==> src/rtl/seq_det_pkg.sv <==
// Shared constants and helpers for the n-bit serial pattern detector.
package seq_det_pkg;

   // Widest beat and widest counter the helpers below are sized for.
   localparam int unsigned MAX_LANES = 8;
   localparam int unsigned MAX_CNT_W = 32;

   // Width of a length field able to hold 0..pat_max.
   function automatic int unsigned len_width(input int unsigned pat_max);
      return unsigned'($clog2(pat_max + 1));
   endfunction

   // cnt + popcount(lanes), clamped to cnt_max; written so it never wraps.
   function automatic logic [MAX_CNT_W-1:0] sat_add_pop(
      input logic [MAX_CNT_W-1:0] cnt,
      input logic [MAX_LANES-1:0] lanes,
      input logic [MAX_CNT_W-1:0] cnt_max
   );
      logic [MAX_CNT_W-1:0] pop;
      pop = '0;
      for (int unsigned i = 0; i < MAX_LANES; i++) begin
         pop = pop + MAX_CNT_W'(lanes[i]);
      end
      if (pop > cnt_max - cnt) begin
         return cnt_max;
      end
      return cnt + pop;
   endfunction

endpackage

==> src/rtl/seq_detector_nbit_lane_cmp.sv <==
// Masked compare of one PAT_MAX-bit window against the pattern's low len bits.
// window[0] is the latest bit; the compare is false for len 0 or len > PAT_MAX.
module seq_lane_cmp #(
   parameter int unsigned PAT_MAX = 16,
   parameter int unsigned LEN_W   = 5
) (
   input  logic [PAT_MAX-1:0] window,
   input  logic [PAT_MAX-1:0] pattern,
   input  logic [LEN_W-1:0]   len,
   output logic               hit
);

   logic        diff;
   int unsigned len_i;

   // Accumulate mismatches over the bits selected by len.
   always_comb begin
      diff  = 1'b0;
      len_i = 32'(len);
      for (int unsigned k = 0; k < PAT_MAX; k++) begin
         if (k < len_i) begin
            diff = diff | (window[k] ^ pattern[k]);
         end
      end
      hit = (len_i != 0) && (len_i <= PAT_MAX) && !diff;
   end

endmodule

==> src/rtl/seq_detector_nbit.sv <==
// Runtime-programmable serial pattern detector, LANES bits per beat.
// data[LANES-1] is earliest in time; match_lanes[i] flags a pattern ending at data[i].
module seq_detector_nbit
   import seq_det_pkg::*;
#(
   parameter int unsigned LANES   = 2,
   parameter int unsigned PAT_MAX = 16,
   parameter int unsigned CNT_W   = 8
) (
   input  logic                         clk,
   input  logic                         rst_n,
   input  logic                         cfg_en,
   input  logic [PAT_MAX-1:0]           cfg_pattern,
   input  logic [$clog2(PAT_MAX+1)-1:0] cfg_len,
   input  logic                         cfg_overlap,
   input  logic                         data_vld,
   input  logic [LANES-1:0]             data,
   input  logic                         cnt_clr,
   output logic                         match,
   output logic [LANES-1:0]             match_lanes,
   output logic [CNT_W-1:0]             match_cnt
);

   localparam int unsigned LEN_W = len_width(PAT_MAX);

   logic [PAT_MAX-1:0]       hist;
   logic [PAT_MAX+LANES-1:0] win;
   logic [LEN_W-1:0]         fcnt;
   logic [LEN_W-1:0]         fcnt_nx;
   logic [LANES-1:0]         eq;
   logic [LANES-1:0]         lanes_nx;
   logic [LANES-1:0]         beat_lanes;
   logic [CNT_W-1:0]         cnt_nx;
   int unsigned              fill;
   int unsigned              len_i;
   int unsigned              lane;

   // Older history above the current beat; window for lane i is win[i +: PAT_MAX].
   assign win = {hist, data};

   for (genvar g = 0; g < LANES; g++) begin : g_lane
      seq_lane_cmp #(
         .PAT_MAX(PAT_MAX),
         .LEN_W  (LEN_W)
      ) u_cmp (
         .window (win[g +: PAT_MAX]),
         .pattern(cfg_pattern),
         .len    (cfg_len),
         .hit    (eq[g])
      );
   end

   // Walk lanes in time order, carrying the fill count; a non-overlap match
   // restarts the fill so later lanes of the same beat need fresh bits.
   always_comb begin
      fill     = 32'(fcnt);
      len_i    = 32'(cfg_len);
      lane     = 0;
      lanes_nx = '0;
      for (int unsigned k = 0; k < LANES; k++) begin
         lane = LANES - 1 - k;
         if (fill < PAT_MAX) begin
            fill = fill + 1;
         end
         if (eq[lane] && (fill >= len_i)) begin
            lanes_nx[lane] = 1'b1;
            if (!cfg_overlap) begin
               fill = 0;
            end
         end
      end
      fcnt_nx    = LEN_W'(fill);
      beat_lanes = (cfg_en && data_vld) ? lanes_nx : '0;
   end

   // Saturating counter update; clear wins over this beat's matches.
   always_comb begin
      if (cnt_clr) begin
         cnt_nx = '0;
      end else begin
         cnt_nx = CNT_W'(sat_add_pop(MAX_CNT_W'(match_cnt),
                                     MAX_LANES'(beat_lanes),
                                     MAX_CNT_W'({CNT_W{1'b1}})));
      end
   end

   // History and fill advance on valid beats and clear while disabled.
   always_ff @(posedge clk or negedge rst_n) begin
      if (!rst_n) begin
         hist <= '0;
         fcnt <= '0;
      end else if (!cfg_en) begin
         hist <= '0;
         fcnt <= '0;
      end else if (data_vld) begin
         hist <= win[PAT_MAX-1:0];
         fcnt <= fcnt_nx;
      end
   end

   // Registered match outputs and counter.
   always_ff @(posedge clk or negedge rst_n) begin
      if (!rst_n) begin
         match       <= 1'b0;
         match_lanes <= '0;
         match_cnt   <= '0;
      end else begin
         match       <= |beat_lanes;
         match_lanes <= beat_lanes;
         match_cnt   <= cnt_nx;
      end
   end

endmodule

==> config.mk <==
export PLATFORM = sky130hd
export DESIGN_NAME = seq_detector_nbit
export DESIGN_NICKNAME = d
export VERILOG_FILES = /design/src/rtl/seq_det_pkg.sv /design/src/rtl/seq_detector_nbit_lane_cmp.sv /design/src/rtl/seq_detector_nbit.sv
export SDC_FILE = /design/constraint.sdc
export NUM_CORES = 1
export LEC_CHECK = 0
export ABC_AREA = 1
export CAP_MARGIN = 20
export CORE_MARGIN = 4
export CORE_UTILIZATION = 55
export CTS_CLUSTER_DIAMETER = 200
export DETAILED_ROUTE_END_ITERATION = 16
export MAX_ROUTING_LAYER = met4
export PLACE_DENSITY = 0.85
export SYNTH_ARGS = -nofsm -noshare
export SYNTH_HDL_FRONTEND = slang
export SYNTH_SLANG_ARGS = --single-unit
==> constraint.sdc <==
create_clock -name clk -period 6.6 [get_ports clk]
set_input_delay 1.32 -clock clk [delete_from_list [all_inputs] [get_ports clk]]
set_output_delay 1.32 -clock clk [all_outputs]
set_load 0.02 [all_outputs]
# --- After elaboration in Yosys (flattened, before gate mapping) ---
# Cells that the tools add are included.
totals:
  out_inout_bits: 11
  input_bits: 29
  ff_bits: 31
op_classes:
  addsub: 5
  n_mux: 50
  magnitude_cmp: 22
  n_eq_ne: 1
  n_reduce_logical: 10
  bitwise_logic: 62
ops:
  columns: ["cell", "count"]
  rows:
  - ["$ge 32x5->1", 2]
  - ["$lt 4x5->1 const A", 8]
  - ["$mux 1", 36]
  - ["$add 32x1->32 const B", 1]
  - ["$gt 2x32->1", 1]
  - ["$lt 32x5->1 const B", 1]
  - ["$mux 32", 1]
  - ["$xor 1x1->1", 32]
  - ["$mux 15", 2]
  - ["$or 1x1->1", 30]
  - ["$mux 8", 3]
  - ["$lt 3x5->1 const A", 4]
  - ["$mux 5", 4]
  - ["$mux 6", 3]
  - ["$lt 1x5->1 const A", 2]
  - ["$lt 2x5->1 const A", 2]
  - ["$sub 8x8->9 const A", 1]
  - ["$add 8x2->8", 1]
  - ["$add 5x1->6 const B", 1]
  - ["$logic_and 1x1->1", 6]
  - ["$le 5x5->1 const B", 1]
  - ["$lt 5x5->1 const B", 1]
  - ["$reduce_bool 5->1", 1]
  - ["$add 1x1->2", 1]
  - ["4 further kinds", 5]

# --- Longest topological paths before layout ---
depth:
  depth_word: 48
  mapped_depth: 34
  depth_no_buf: 34

# --- Cells and area by module ---
# A second synthesis with hierarchy kept.
hier_totals:
  hier_cells: 416
  area_unflattened_um2: 2821.5
modules_own_cells:
  columns: ["module", "area_per_inst_um2", "seq_area_each_um2", "cells_per_inst", "instances"]
  rows:
  - ["seq_detector_nbit", 1895.6, 775.7, 228, 1]
  - ["seq_lane_cmp", 462.9, 0.0, 94, 2]

# --- Worst setup path before layout ---
# No wires, ideal clock.
synth_timing:
  path_type: "input port to flip-flop"
  startpoint: "input port cfg_len[3]"
  endpoint: "register match_cnt[6]"
  path_stages: 28
  path_buffers: 0
  setup_ns: 0.120
  arrival_time_ns: 5.223
  setup_slack_ns: 1.258
  path_cell_list: "inv_1 > ha_1 > nand2_1 > o21ai_0 > nand2_1 > nand3b_1 > nand4_4 > nand2_1 > inv_1 > ha_1 > nor2_2 > a21oi_2 > ha_1 > a21oi_1 > o21ai_0 > a21oi_1 > nand2_1 > nand3_1 > nor3_1 > inv_1 > ha_1 > ha_1 > inv_1 > fa_1 > nor2_1 > a31oi_1 > o21ai_0 > inv_1"
synth_between:
  elab_chain_cells: 48
  elab_cells_between_ends: 103
  cone_classes: "add/sub: 3; order compare: 21; mux: 41; bitwise: 30; reduce/logical: 8"
synth_lines:
  columns: ["item", "line_no", "source"]
  rows:
  - ["from (decl)", "seq_detector_nbit.sv:14", "input logic [$clog2(PAT_MAX+1)-1:0] cfg_len,"]
  - ["$lt 1x5->1", "seq_detector_nbit_lane_cmp.sv:21", "if (k < len_i) begin"]
  - ["$mux 1", "seq_detector_nbit_lane_cmp.sv:21", null]
  - ["$or 1x1->1", "seq_detector_nbit_lane_cmp.sv:22", "diff = diff | (window[k] ^ pattern[k]);"]
  - ["$mux 1", "seq_detector_nbit_lane_cmp.sv:21", null]
  - ["$or 1x1->1", "seq_detector_nbit_lane_cmp.sv:22", null]
  - ["$mux 1", "seq_detector_nbit_lane_cmp.sv:21", null]
  - ["$or 1x1->1", "seq_detector_nbit_lane_cmp.sv:22", null]
  - ["$mux 1", "seq_detector_nbit_lane_cmp.sv:21", null]
  - ["[... 34 more ...]", null, null]
  - ["named net beat_lanes[0]", "seq_detector_nbit.sv:32", "logic [LANES-1:0] beat_lanes;"]
  - ["$add 1x1->2 *", "seq_det_pkg.sv:22", "pop = pop + MAX_CNT_W'(lanes[i]);"]
  - ["$gt 2x32->1", "seq_det_pkg.sv:24", "if (pop > cnt_max - cnt) begin"]
  - ["$mux 1", "seq_det_pkg.sv:24", null]
  - ["$mux 1", "seq_detector_nbit.sv:78", "if (cnt_clr) begin"]
  - ["$mux 8 *", "seq_det_pkg.sv:27", "return cnt + pop;"]
  - ["$mux 8 *", "seq_detector_nbit.sv:78", null]
  - ["named net cnt_nx[6]", "seq_detector_nbit.sv:33", "logic [CNT_W-1:0] cnt_nx;"]
  - ["to (signal assigned)", "seq_detector_nbit.sv:110", "match_cnt <= cnt_nx;"]
  - ["to (decl)", "seq_detector_nbit.sv:21", "output logic [CNT_W-1:0] match_cnt"]
# Mark *: on every way through the listed nets, which the timed path passes. The rest lies on a longest branch. The select of a mux whose other input is x is not followed.
# A chain may end at the register's enable or synchronous reset.

# --- Worst setup path after layout ---
# Same ends and word-level chain as after synthesis.

==> results.yml <==
route:
  drcViolationCount: 0
  num_vias: 2535
  drt-initial-drc-count: 182
  routed_wl_um: 6260
  wl_per_cell_um: 13.6
  dr.pass1.iters: 5
  avgViaCountPerCell: 5.51
  ant_nets: 0
power:
  power_mw: 0.424
  p_int_mw: 0.303
  power.switching_mw: 0.121
  pwr-share-seq_pct: 46.0
  p_per_area_nw_per_um2: 137
  pwr-share-comb_pct: 22.4
  sw_frac_of_total_pct: 28.6
  ir_worst_vdd_v: 0.000128
  pwr-share-clk_pct: 31.6
  p_leak_nw: 1.58
synthesis:
  synth_top_family_by_area: "simple AND/OR/NAND/NOR gates"
  synth.net_count: 411
  synth-xor-area-share_pct: 8.55
  synthCells: 364
  yosysMostFrequentCell: "nand2_1"
  synth_commonest_cells: "nand2_1, inv_1, dfrtp_1, nor2_1, xor2_1"
  synth_top_area_share_pct: 30.3
  synthMuxAreaShare_pct: 0
  synthAdderAreaFrac_pct: 9.09
  ys_seq_elements: 31
  yosys.area.top_type: "dfrtp_1"
  synthFlopType: "dfrtp_1"
  yosysWarningCount: 0
  synth_area_leaders: "dfrtp_1, nand2_1, inv_1, ha_1, xor2_1"
  async_flop_share_pct: 100
  synth-compound-area-share_pct: 12.7
  synthSimpleGateAreaFrac_pct: 28.6
  ys_types: 34
  avgSynthCellArea_um2: 7.03
  syn_area_um2: 2560
  yosysSeqAreaShare_pct: 30.3
  synth_edf_count: 0
clocking:
  cts_buffers: 5
  h-tree-depth: 2
  cts.clk_slew.worst_paths_ns: 0.06
  clock_sink_count: 31
  root_buffer: "clkbuf_8"
  cts_setup_buffers: 0
  clk_latency_ns: 0.28
  cts_hold_buf: 0
  cts_tree: "done"
  cts_resized: 0
  clockBufferDepth: 2
layout:
  fillerInstances: 372
  fin_nets: 456
  finalNonFillerCells: 460
  antenna_cells: 0
  area_delta_synth_final_pct: 20.9
  layout-drive-gt1-share_pct: 6.13
  post-route-util_pct: 69.7
die:
  die_h_um: 76.2
  die_w_um: 76.2
  num_rows: 24
  core_area_um2: 4440
  initial_core_util_pct: 57.6
  io_pins: 40
  die_area_um2: 5810
sta:
  layout_min_cycle_time_ns: 6.07
  skew_ns: 0.00915
  tns_ns: 0
  maxSlewHeadroom_pct: 52.9
  setup_viol: 0
  worst_slew_pin_slew_ns: 0.701
  period_share_pct: 92.0
  slew_viol_final: 0
  timing.fmax_mhz: 165
  hold_violations: 0
  rsz0062_at_grt: "no"
place:
  io_buffers: 39
  dpl.cell_count: 454
  place_hpwl_um: 5060
  place_congestion: 0.967
worst_setup_path:
  slowest_delay_ns: 0.57
  cp_max_fo: 8
  crit_path_start_kind: "input pin"
  crit_arrival_ns: 6.24
  critPathKind: "input pin to flop"
  end_kind: "flop"
  cpMaxStageDelayCell: "clkdlybuf4s50_1"
  cp_data_required_time_ns: 6.77
flow_run:
  drv_cap: 0
grt:
  grt_usage_pct: 23.0
  grt_pass1_vias: 2437
  grt_max_degree: 32
  grt_pass1_wl_um: 10700
  grt_overflow: 0
  antenna_found_initial: 0
hold_path:
  hold_class: "flop to flop"
run_status:
  run_status: "complete, no violations"
-- per-layer routing --
metal  vias to the layer above  wire (um)  share of wire, %  track usage [%]
li1                       1254          -                 -                -
met5                         -          0                 0                -
met3                         3        356               5.7             5.32
met1                      1192       2690                43             27.3
met2                        86       3170                51             39.7
met4                         0         34              0.54             5.25
-- logic make-up after synthesis --
family	count (synthesis)
simple gates	161
buf+inv	73
compound gates	56
flops	31
xor+xnor	25
fa+ha+maj	18
-- sequential cells by signal, indices dropped and copies added, names as in the netlist --
register     flops
hist            15
match_cnt        8
fcnt             5
match_lanes      2
match            1
-- path summary, 6_finish.rpt --
check / from / cells past startpoint / end / slack, ns
max in group asynchronous: rst_n / 2 / hist[1] / 4.87
worst max register to register: fcnt[0] / 29 / match_cnt[6] / 1.32
worst min register to register: fcnt[3] / 2 / fcnt[3] / 0.49
worst max-delay path: cfg_len[3] / 29 / match_cnt[6] / 0.53
worst min-delay path: fcnt[3] / 2 / fcnt[3] / 0.49
min in group asynchronous: rst_n / 2 / hist[9] / 1.43
-- cells in the final DEF (no fill, tap or decap), types with 2 or more instances in the layout --
master            n
nand2_1          98
inv_1            68
clkdlybuf4s50_1  39
dfrtp_1          31
xor2_1           20
nor2_1           20
nand3_1          19
a21oi_1          17
ha_1             17
o22ai_1          14
o21ai_0          12
nand4_1           6
xnor2_1           5
clkbuf_8          5
nor2_4            3
nand3_2           3
inv_2             3
o21ai_1           3
a31oi_1           3
o31ai_1           2
nand3b_1          2
nor2_2            2
nor4_1            2
-- power by group through the flow --
stage	combinational, mW	sequential, mW	clock (mW)
2_1_floorplan	0.0537	0.198	0
3_3_place_gp	0.0920	0.198	0
3_5_place_dp	0.0936	0.199	0
4_1_cts	0.0943	0.195	0.139
5_1_grt	0.106	0.195	0.148
6_report	0.0948	0.195	0.134
-- stage by stage --
stage	worst slack, ns	cell area (um^2)	hold slack [ns]
5_1_grt	0.0136	3100	0.531
2_1_floorplan	1.26	2560	0.449
3_3_place_gp	0.335	3020	0.484
6_report	0.530	3100	0.489
3_5_place_dp	0.0665	3020	0.482
4_1_cts	0.376	3090	0.497
-- final cells by class --
cell class | instances | area [um^2] | share of cell area (%)
Clock buffer | 6 | 72.6 | 2.34
Inverter | 71 | 267 | 8.61
Multi-Input combinational cell | 260 | 1520 | 49.0
Sequential cell | 31 | 776 | 25.1
Tap cell | 52 | 65.1 | 2.10
Timing Repair Buffer | 40 | 398 | 12.9
-- critical path, delay by kind of cell --
kind | cells | cell delay, ns
AO/OA/AOI/OAI | 7 | 0.76
adder cells (fa/ha/maj) | 6 | 1.80
buffers and inverters | 6 | 0.98
AND/OR/NAND/NOR | 10 | 1.36
No activity file was read; power rests on OpenSTA's default activity.
